**config.mk**
```make
export PLATFORM = sky130hd
export DESIGN_NAME = countdown_mmss_flat
export DESIGN_NICKNAME = d
export VERILOG_FILES = /design/src/rtl/countdown_mmss_if.sv /design/src/rtl/countdown_mmss.sv /design/src/flat_wrapper.sv
export SDC_FILE = /design/constraint.sdc
export NUM_CORES = 1
export LEC_CHECK = 0
export ABC_CLOCK_PERIOD_IN_PS = 5100
export CAP_MARGIN = 30
export CORE_UTILIZATION = 50
export CTS_BUF_LIST = sky130_fd_sc_hd__clkbuf_16
export DETAILED_ROUTE_END_ITERATION = 16
export DONT_BUFFER_PORTS = 1
export PLACE_DENSITY = 0.74
export SETUP_SLACK_MARGIN = 0.02
export SYNTH_ARGS = -nofsm -noshare
export SYNTH_HDL_FRONTEND = slang
export SYNTH_SLANG_ARGS = --single-unit
```
**constraint.sdc**
```tcl
create_clock -name clk -period 5.1 [get_ports clk]
set_input_delay 1.53 -clock clk [delete_from_list [all_inputs] [get_ports clk]]
set_output_delay 1.53 -clock clk [all_outputs]
set_load 0.02 [all_outputs]
```
**src/rtl/countdown_mmss_if.sv**
```systemverilog
// Control/status bundle for the MM:SS countdown timer.
// Strobes are sampled on the rising clk edge. There is no backpressure: every strobe is acted on or ignored in the cycle it is seen.
interface countdown_mmss_if;
  logic        tick;
  logic        load;
  logic [15:0] load_val;
  logic        start;
  logic        pause;
  logic        clear;
  logic [15:0] q;
  logic        running;
  logic        zero;
  logic        done;
  logic        load_err;
  logic [1:0]  state_dbg;

  modport master (
    output tick, load, load_val, start, pause, clear,
    input  q, running, zero, done, load_err, state_dbg
  );

  modport slave (
    input  tick, load, load_val, start, pause, clear,
    output q, running, zero, done, load_err, state_dbg
  );
endinterface

```
**src/rtl/countdown_mmss.sv**
```systemverilog
// BCD MM:SS countdown timer with range-checked load and a one-cycle done pulse at 00:00.
// Command priority per cycle: clear > load > start > pause > tick; only the winner is considered.
module countdown_mmss #(
    parameter int unsigned MIN_TENS_MAX = 5
) (
    input logic               clk,
    input logic               rst,
    countdown_mmss_if.slave   bus
);

    typedef enum logic [1:0] {IDLE = 2'd0, RUN = 2'd1, PAUSE = 2'd2, DONE = 2'd3} state_t;

    localparam logic [3:0] M10_MAX = 4'(MIN_TENS_MAX);

    state_t      state;
    logic [15:0] q;
    logic        running;
    logic        done;
    logic        load_err;
    logic        load_ok;
    logic [15:0] q_dec;

    // One-second decrement with per-digit borrow; 00:00 is never fed in.
    function automatic logic [15:0] dec_bcd(input logic [15:0] v);
        logic [3:0] s1, s10, m1, m10;
        {m10, m1, s10, s1} = v;
        if (s1 != 4'd0) begin
            s1 = s1 - 4'd1;
        end else begin
            s1 = 4'd9;
            if (s10 != 4'd0) begin
                s10 = s10 - 4'd1;
            end else begin
                s10 = 4'd5;
                if (m1 != 4'd0) begin
                    m1 = m1 - 4'd1;
                end else begin
                    m1  = 4'd9;
                    m10 = m10 - 4'd1;
                end
            end
        end
        return {m10, m1, s10, s1};
    endfunction

    assign load_ok = (bus.load_val[3:0]   <= 4'd9) &&
                     (bus.load_val[7:4]   <= 4'd5) &&
                     (bus.load_val[11:8]  <= 4'd9) &&
                     (bus.load_val[15:12] <= M10_MAX);
    assign q_dec   = dec_bcd(q);

    always_ff @(posedge clk) begin
        if (rst) begin
            state    <= IDLE;
            q        <= 16'h0000;
            running  <= 1'b0;
            done     <= 1'b0;
            load_err <= 1'b0;
        end else begin
            done     <= 1'b0;
            load_err <= 1'b0;
            if (bus.clear) begin
                q       <= 16'h0000;
                state   <= IDLE;
                running <= 1'b0;
            end else if (bus.load) begin
                if (state != RUN) begin
                    if (load_ok) begin
                        q       <= bus.load_val;
                        state   <= IDLE;
                        running <= 1'b0;
                    end else begin
                        load_err <= 1'b1;
                    end
                end
            end else if (bus.start) begin
                if ((state == IDLE || state == PAUSE) && q != 16'h0000) begin
                    state   <= RUN;
                    running <= 1'b1;
                end
            end else if (bus.pause) begin
                if (state == RUN) begin
                    state   <= PAUSE;
                    running <= 1'b0;
                end
            end else if (bus.tick && state == RUN) begin
                q <= q_dec;
                if (q_dec == 16'h0000) begin
                    state   <= DONE;
                    running <= 1'b0;
                    done    <= 1'b1;
                end
            end
        end
    end

    assign bus.q         = q;
    assign bus.running   = running;
    assign bus.zero      = (q == 16'h0000);
    assign bus.done      = done;
    assign bus.load_err  = load_err;
    assign bus.state_dbg = state;

endmodule

```
**src/flat_wrapper.sv**
```systemverilog
// flat-port wrapper written by rule: the top's interface ports become plain ports
module countdown_mmss_flat 
#(
    parameter int unsigned MIN_TENS_MAX = 5
)
  (clk, rst, bus_tick, bus_load, bus_load_val, bus_start, bus_pause, bus_clear, bus_q, bus_running, bus_zero, bus_done, bus_load_err, bus_state_dbg);
  countdown_mmss_if bus_i ();
  input logic clk;
  input logic rst;
  input wire logic [$bits(bus_i.tick)-1:0] bus_tick;
  input wire logic [$bits(bus_i.load)-1:0] bus_load;
  input wire logic [$bits(bus_i.load_val)-1:0] bus_load_val;
  input wire logic [$bits(bus_i.start)-1:0] bus_start;
  input wire logic [$bits(bus_i.pause)-1:0] bus_pause;
  input wire logic [$bits(bus_i.clear)-1:0] bus_clear;
  output wire logic [$bits(bus_i.q)-1:0] bus_q;
  output wire logic [$bits(bus_i.running)-1:0] bus_running;
  output wire logic [$bits(bus_i.zero)-1:0] bus_zero;
  output wire logic [$bits(bus_i.done)-1:0] bus_done;
  output wire logic [$bits(bus_i.load_err)-1:0] bus_load_err;
  output wire logic [$bits(bus_i.state_dbg)-1:0] bus_state_dbg;
  assign bus_i.tick = bus_tick;
  assign bus_i.load = bus_load;
  assign bus_i.load_val = bus_load_val;
  assign bus_i.start = bus_start;
  assign bus_i.pause = bus_pause;
  assign bus_i.clear = bus_clear;
  assign bus_q = bus_i.q;
  assign bus_running = bus_i.running;
  assign bus_zero = bus_i.zero;
  assign bus_done = bus_i.done;
  assign bus_load_err = bus_i.load_err;
  assign bus_state_dbg = bus_i.state_dbg;
  countdown_mmss #(.MIN_TENS_MAX(MIN_TENS_MAX)) u_core (.clk(clk), .rst(rst), .bus(bus_i));
endmodule
```
==> results by stage, run 1 <==
Run status:
- The flow ran to the end, and the final reports show no timing, DRC or antenna violations.

Synth:
- After Yosys synthesis, XOR and XNOR cells account for 0% of the synthesized area.
- Counting flops with a built-in enable in the synthesized netlist gives 0.
- Sorting the synthesized cells by area gives the leading types as sky130_fd_sc_hd__dfxtp_1, sky130_fd_sc_hd__o21ai_0, sky130_fd_sc_hd__nand2_1, sky130_fd_sc_hd__a21oi_1, sky130_fd_sc_hd__nor2_1.
- The cell count after synthesis came out at roughly 180.
- Synthesis inferred 21 register bits.
- The post-synthesis sequential area ratio is 30.9%.
- Of all cell types, the one taking the most synthesized area is sky130_fd_sc_hd__dfxtp_1.
- The distinct cell type count after synthesis is 50.
- In the synthesized netlist the dominant register cell turns out to be sky130_fd_sc_hd__dfxtp_1.
- Of the total synthesized cell area, the portion taken by AND, OR, NAND and NOR gates is 29.8%.
- In the synthesized netlist the async set-or-reset flop fraction comes to 0%.
- During synthesis, Yosys emitted a total of 0 warnings.
- The commonest cells after synthesis are sky130_fd_sc_hd__dfxtp_1, sky130_fd_sc_hd__nand2_1, sky130_fd_sc_hd__o21ai_0.
- By area, the combinational part of the netlist is dominated by compound AO/OA/AOI/OAI gates.
- The compound-cell area share of the yosys netlist is 30.5%.
- The portion of synthesized area spent on multiplexers is 0.736%.
- In this run the mean area of a mapped cell was ~7.6 sq um.
- The synthesized design devotes to its leading area cell type 30.9% of total area.
- The post-synth design cell area is between 1000 and 1500 sq um.
- The post-synthesis net count is 204.
- The adder and majority gate portion of the synthesized area is 1.84%.

Clock tree:
- Hold repair after CTS inserted 0 buffers.
- Clock tree synthesis selected as its root buffer the cell sky130_fd_sc_hd__clkbuf_16.
- TritonCTS created 3 clock buffers.
- The number of buffers inserted by post-CTS setup repair is 0.
- The latest clock arrival within the worst-skew pair is about 0.25 ns.
- After clock tree synthesis, the clock-pin slew on the worst setup and hold paths is about 0.060 ns.
- TritonCTS built the clock tree.
- No sink is reached through more buffers than the 2 on the longest clock path.
- The count of H-tree levels built during CTS is 1.
- The clock drives 21 sinks.
- The quantity of gates resized following cts is 0.

Drt:
- Summed over all layers, the routed wires come to roughly 3500 um.
- The detail route stage leaves a number of antenna-violating nets equal to 0.
- The first detailed-routing pass took 4 iterations.
- The average wire length per cell after detail routing is about 17 um.
- The residual DRC count is 0.
- Dividing the detail-routed via count by the number of cells gives 6.62.
- The DRC marker count from the first detailed-route iteration is 48.
- The via total after detailed routing is roughly 1,300.

STA:
- The post-route fraction of the period consumed by the critical path is between 70% and 80%.
- On the final layout, the worst clock skew is just under 0.007 ns.
- The final max-slew violation count is 0.
- The transition time at the pin with the least slew margin is ~1 ns.
- The final-report setup violation count is 0.
- After routing, the total negative slack on setup checks comes to 0 ns.
- The total count of hold-check failures in the final report came to 0.
- The headroom to the max-slew limit is around 32%.
- The clock period could shrink to approximately 3.9 ns.
- Based on the critical path, the design can be clocked at up to ~260 MHz.
- Setup repair after global routing left no endpoint under its margin.

Die:
- The core footprint is ~2500 sq um.
- The number of standard-cell rows in the floorplan is 18.
- The die covers ~2900 sq um.
- The starting density of the core is 53.9%.
- The height of the die is 54.2 um.
- From left edge to right edge, the die measures 54.2 um.
- The I/O pin count is 45.

Placed design:
- The global placement routability congestion is 0.810.
- The quantity of I/O buffers inserted on ports is 0.
- In this run the cell area measured after placement is roughly 1300 sq um.
- Detailed placement finished with a half-perimeter wire length of around 2400 um.

Worst setup path:
- The type of element launching the critical path is a flop.
- In this run the worst setup path begins at u_core.bus.q[2].
- Walking the worst path, the cells encountered are nor4_2 -> and4bb_4 -> nand2_4 -> nor4b_1.
- By startpoint and endpoint, the worst setup path is classified as flop to output pin.
- Among all stages on the critical path, the largest delay is contributed by sky130_fd_sc_hd__nor4b_1.
- The maximum net fanout on the critical path is 7.
- In this run the critical register-to-register path is launched from u_core.bus.q[2].
- The path depth of the worst reg2reg path is 5.
- The maximum cell stage delay along the critical path is about 0.83 ns.
- The endpoint type of the worst setup path is an output pin.
- The worst path required time is between 3 and 4 ns.
- The data arrival at the endpoint of the critical path is approximately 2.4 ns.

Worst hold path:
- The worst hold path begins at u_core.bus.running.
- The path class of the lowest-slack min-delay path is flop to flop.
- The worst hold path passes through 2 cells.

Global route:
- The overall overflow remaining after global route is 0.
- The initial antenna violation count is 0.
- The largest net degree at the start of global routing is 35.
- The first global-routing pass estimated between 5000 and 6000 um of wire.
- The via count of the first global-routing pass came to about 1,200.
- The total global routing track utilization is roughly a quarter.

Layout:
- From synthesis to final layout, the design area changed by 4.88%.
- The fraction of layout cells with a size suffix above 1 is between 7 and 8%.
- The finished cells cover about 1400 sq um.
- The number of diodes is 0.
- For this run, the post-layout net count is 198.
- Measured on the finished design, the core utilization comes to between 50% and 60%.

Power:
- In this run the static leakage power is between 0.5 and 0.6 nW.
- Power comes to 0.416 mW.
- The ratio of total power to cell area is around 300 nW/um^2.
- The peak supply drop is 0.000240 V.

Run:
- The total of max-cap violations is 0.
-- flip-flops by register name, summed over array words and instances (netlist names) --
register and cells:
u_core.bus.done 1, u_core.bus.load_err 1, u_core.bus.q 16, u_core.bus.running 1, u_core.bus.state_dbg 2
-- metal layers --
layer	track usage [%]	part of all wire (%)	vias up	routed length [um]
met5	0	0	-	0
li1	-	-	654	-
met2	41.1	47	57	1620
met3	6.50	7.8	4	269
met1	35.0	45	623	1550
met4	5.13	0.52	0	18
-- cell type report --
| type | count | area [sq um] |
|---|---|---|
| fillers | 243 | 1100 |
| multi-input cells | 139 | 856 |
| flip-flops and latches | 21 | 420 |
| clock buffers | 3 | 75.1 |
| well taps | 30 | 37.5 |
| inverters | 7 | 26.3 |
| repair buffers | 1 | 7.51 |
| clock inverters | 1 | 3.75 |
-- per-stage QoR --
step	std cells	hold WS (ns)	worst slack [ns]
floorplan	179	0.569	1.66
global placement	198	0.606	1.51
detailed placement	198	0.612	1.49
CTS	202	0.620	1.22
global route	202	0.650	1.09
finish	202	0.618	1.22
-- where the power goes --
part	leakage (nW)	switching, mW	internal (mW)
Sequential	0.170	0.0123	0.168
Combinational	0.291	0.0427	0.0279
Clock	0.0423	0.0602	0.104
-- layout by cell type (no fill, tap or decap), types with 4 or more instances in the layout --
| cell | netlist | layout |
|---|---|---|
| sky130_fd_sc_hd__a21oi_1 | 14 | 14 |
| sky130_fd_sc_hd__nand3_1 | 4 | 4 |
| sky130_fd_sc_hd__inv_1 | 7 | 8 |
| sky130_fd_sc_hd__nor3_1 | 6 | 6 |
| sky130_fd_sc_hd__dfxtp_1 | 21 | 21 |
| sky130_fd_sc_hd__nand2_1 | 21 | 21 |
| sky130_fd_sc_hd__nor2_1 | 13 | 13 |
| sky130_fd_sc_hd__o21ai_0 | 19 | 19 |
| sky130_fd_sc_hd__a211oi_1 | 4 | 4 |
| sky130_fd_sc_hd__nor4b_1 | 4 | 4 |
-- cells by family after synthesis --
| group | count (synthesis) |
|---|---|
| fa+ha+maj | 2 |
| compound gates | 65 |
| buf+inv | 19 |
| flops | 21 |
| mux | 1 |
| simple gates | 71 |
-- worst max-delay path, delay by kind of cell (launching register included) --
kind	cells	cell delay [ns]
flip-flops	1	0.43
AND/OR/NAND/NOR	4	1.67
-- worst paths after layout --
path | end | slack [ns]
worst max-delay path | bus_zero | 1.22
worst min-delay path | u_core.bus.running | 0.62
worst max register to register | u_core.bus.q[15] | 3.08
worst min register to register | u_core.bus.running | 0.62
(Power assumes the default switching activity.)
==> run 2: changes to the inputs <==
Settings changed: ABC_AREA set to 1, ABC_CLOCK_PERIOD_IN_PS 5100 to 3600.
Clock period 5.1 ns to 3.6 ns, I/O delays scaled along.
==> results by stage, run 2 <==
Clock tree:
- The number of buffers added to fix hold violations after cts is 0 (unchanged).
- The clock transition time at the flip-flop clock pins of the worst setup and hold paths is 0.06 ns (about the same).
- TritonCTS built the clock tree.
- The latest clock arrival within the worst-skew pair was 0.26 ns (about the same).
- The quantity of gates resized following cts is 0 (unchanged).
- The count of H-tree levels built during CTS is 1 (unchanged).
- The number of sinks handled by clock tree synthesis is 21 (unchanged).
- The number of CTS-inserted buffers is 3 (unchanged).
- The maximum clock path buffer count is 2 (unchanged).
- The root cell of the clock tree is sky130_fd_sc_hd__clkbuf_16.
- The number of buffers inserted by post-CTS setup repair is 0 (unchanged).

Global route:
- The via count of the first global-routing pass is 1,429 (+24%).
- The overall overflow remaining after global route is 0 (unchanged).
- The initial antenna violation count came to 0 (unchanged).
- The largest net degree at the start of global routing is 21 (-40%).
- The total global routing track utilization is 24.5% (-1.4 points).
- The first-pass GRT wire length was 6070 um (+10%).

Drt:
- The residual DRC count is 0 (unchanged).
- The DRC marker count from the first detailed-route iteration was 47 (-2.1%).
- The remaining number of nets flagged by the antenna check after routing came to 0 (unchanged).
- The per-cell via count in the routed design is 5.95 (-10%).
- The via total after detailed routing is 1,451 (+8.4%).
- The average wire length per cell after detail routing is 15.2 um (-11%).
- The number of detailed-route iterations in the first pass is 4 (unchanged).
- The routed wire length was 3720 um (+7.7%).

Die:
- The area of the die was 3050 sq um (+4.1%).
- The I/O pin count is 45 (unchanged).
- The number of standard-cell rows in the floorplan is 18 (unchanged).
- The starting density of the core was 55.2% (+1.3 points).
- The height of the die is 55.2 um (+2.0%).
- The die span in x is 55.2 um (+2.0%).
- The core footprint is 2570 sq um (+1.8%).

Placed design:
- The quantity of I/O buffers inserted on ports is 0 (unchanged).
- The post-placement cell count is 240 (+21%).
- The global placement routability congestion came to 0.857 (+5.9%).
- The cell area after placement is 1440 sq um (+6.6%).
- The half-perimeter wire length of the detailed placement result was 2690 um (+11%).

Worst setup path:
- The class of the most critical setup path is flop to output pin.
- The register-to-register setup slack is 1.32 ns (-1.76 ns).
- The worst path required time was 2.52 ns (-1.05 ns).
- The data arrival at the endpoint of the critical path is 1.75 ns (-0.60 ns).
- The maximum net fanout on the critical path is 5 (-2).
- The worst setup path is launched from a flop.
- The endpoint type of the worst setup path is an output pin.

Synth:
- The flip-flop and latch count after synthesis is 21 (unchanged).
- The count of mapped cells out of synthesis is 215 (+20%).
- The warning count from the yosys run is 0 (unchanged).
- The post-synth design cell area is 1420 sq um (+4.2%).
- Yosys attributes the largest share of cell area to sky130_fd_sc_hd__dfxtp_1, sky130_fd_sc_hd__a21oi_1, sky130_fd_sc_hd__nand2_1, sky130_fd_sc_hd__o21ai_0, sky130_fd_sc_hd__inv_1.
- By count the netlist is led by sky130_fd_sc_hd__nand2_1, sky130_fd_sc_hd__a21oi_1, sky130_fd_sc_hd__inv_1.
- The post-synthesis sequential area ratio came to 29.7% (-1.3 points).
- The area share of the leading cell type in the synthesized netlist is 29.7% (-1.3 points).
- The leading cell type by number of instances after synthesis is sky130_fd_sc_hd__nand2_1.
- The average instance area after synthesis is 6.59 sq um (-13%).
- The count of flip-flops with a built-in enable after synthesis is 0 (unchanged).
- The primary flip-flop cell chosen by synthesis mapping is sky130_fd_sc_hd__dfxtp_1.
- The distinct cell type count after synthesis is 29 (-42%).
- The post-synthesis net count came to 240 (+18%).
- The leading area contributor after synthesis is sky130_fd_sc_hd__dfxtp_1.
- The share of flip-flops with an asynchronous set or reset is 0% (unchanged).

Power:
- The net switching power of the design is 0.214 mW (+85%).
- The ratio of total power to cell area is 433 nW/um^2 (+48%).
- The combinational fraction of design power is 23.7% (+6.7 points).
- The static power due to leakage is 0.656 nW (+30%).
- The net switching share of the total power is 32.5% (+4.8 points).
- The total internal power is 0.443 mW (+47%).
- The peak supply drop is 0.000355 V (+48%).
- The sequential cell fraction of total power is 40.0% (-3.4 points).
- The post-layout total power came to 0.657 mW (+58%).
- The share of power burned in the clock network was 36.3% (-3.3 points).

Layout:
- Leaving out fill and tap cells, the most frequent cell in the layout is sky130_fd_sc_hd__nand2_1.
- The growth of design area from synthesis to finish is 6.97%.
- The flip-flop count of the largest register after layout is 16 (unchanged).
- The fraction of layout cells with a size suffix above 1 is 13.1% (+5.5 points).
- The number of diodes is 0 (unchanged).
- Counting flops per register, the top entry is u_core.bus.q.
- In the layout the commonest cells are sky130_fd_sc_hd__nand2_1, sky130_fd_sc_hd__a21oi_1, sky130_fd_sc_hd__inv_1.
- The number of non-filler instances in the completed layout came to 244 (+21%).
- The final net count is 240 (+21%).
- The final instance area was 1520 sq um (+6.3%).

Run status:
- The flow ran to the end, and the final reports show no timing, DRC or antenna violations.

Run:
- The total of max-cap violations is 0 (unchanged).

STA:
- Dividing the final minimum period by the clock period gives between 70% and 80%.
- The clock skew after layout is 0.00522 ns (-0.00174 ns).
- The shortest clock period the worst path allows after layout is about 2.8 ns.
- The fmax is between 300 and 400 MHz.
- Setup repair after global routing left no endpoint under its margin.
- The headroom to the max-slew limit is 68.1% (+36 points).
- The total count of hold-check failures in the final report was 0 (unchanged).
- The final max-slew violation count is 0 (unchanged).
- The transition time at the pin with the least slew margin is 0.475 ns (-0.536 ns).
- The setup total negative slack is 0 ns (unchanged).
- The final-report setup violation count was 0 (unchanged).

Worst hold path:
- The path class of the tightest hold or removal check is flop to flop.
[run 2: power groups by stage]
stage	Sequential [mW]	Clock (mW)	Combinational, mW
final	0.262	0.239	0.156
after global routing	0.264	0.249	0.176
after CTS	0.263	0.243	0.153
after detailed placement	0.268	0	0.152
after global placement	0.267	0	0.147
after floorplan	0.265	0	0.131
[run 2: final timing paths]
path,from,endpoint,depth (start not counted)
setup / recovery,u_core.bus.q[8],bus_zero,5
hold / removal,u_core.bus.running,u_core.bus.running,2
setup reg to reg,u_core.bus.state_dbg[0],u_core.bus.q[6],9
hold reg to reg,u_core.bus.running,u_core.bus.running,2
[run 2: layer usage]
layer / vias to the layer above / global-route usage [%] / wire (um)
li1: 715 / - / -
met1: 661 / 26.6 / 1510
met2: 67 / 42.0 / 1880
met3: 8 / 8.90 / 279
met4: 0 / 11.4 / 46
met5: - / 0 / 0
[run 2: cell families (layout without fill, tap and decap cells)]
kind of cell	after synthesis	in the layout	synth area share, %
buffers and inverters	35	34	9.53
AOI/OAI and AO/OA	63	63	24.3
DFF	21	21	29.7
adders and majority gates	2	2	1.76
and+or+nand+nor	94	94	34.8
[run 2: per-stage QoR]
step	hold WS, ns	worst slack, ns	utilization (%)
global placement	0.595	0.902	55.9
detailed placement	0.598	0.785	55.9
floorplan	0.571	1.26	-
finish	0.603	0.773	59.1
global route	0.627	0.636	59.1
CTS	0.607	0.789	59.1
[run 2: worst max-delay path: stages, from the launching register on]
cell and delay, ns:
sky130_fd_sc_hd__dfxtp_1 0.41, sky130_fd_sc_hd__nor2_2 0.25, sky130_fd_sc_hd__inv_1 0.08, sky130_fd_sc_hd__nor2_2 0.25
sky130_fd_sc_hd__nand2_4 0.11, sky130_fd_sc_hd__nor2_1 0.39
[run 2: area by class of cell]
cell class,instances,area [sq um]
Inverter,29,109
Clock buffer,3,75.1
Timing Repair Buffer,1,7.51
Sequential cell,21,420
Multi-Input combinational cell,159,862
Clock inverter,1,5.00
Fill cell,238,1050
Tap cell,30,37.5
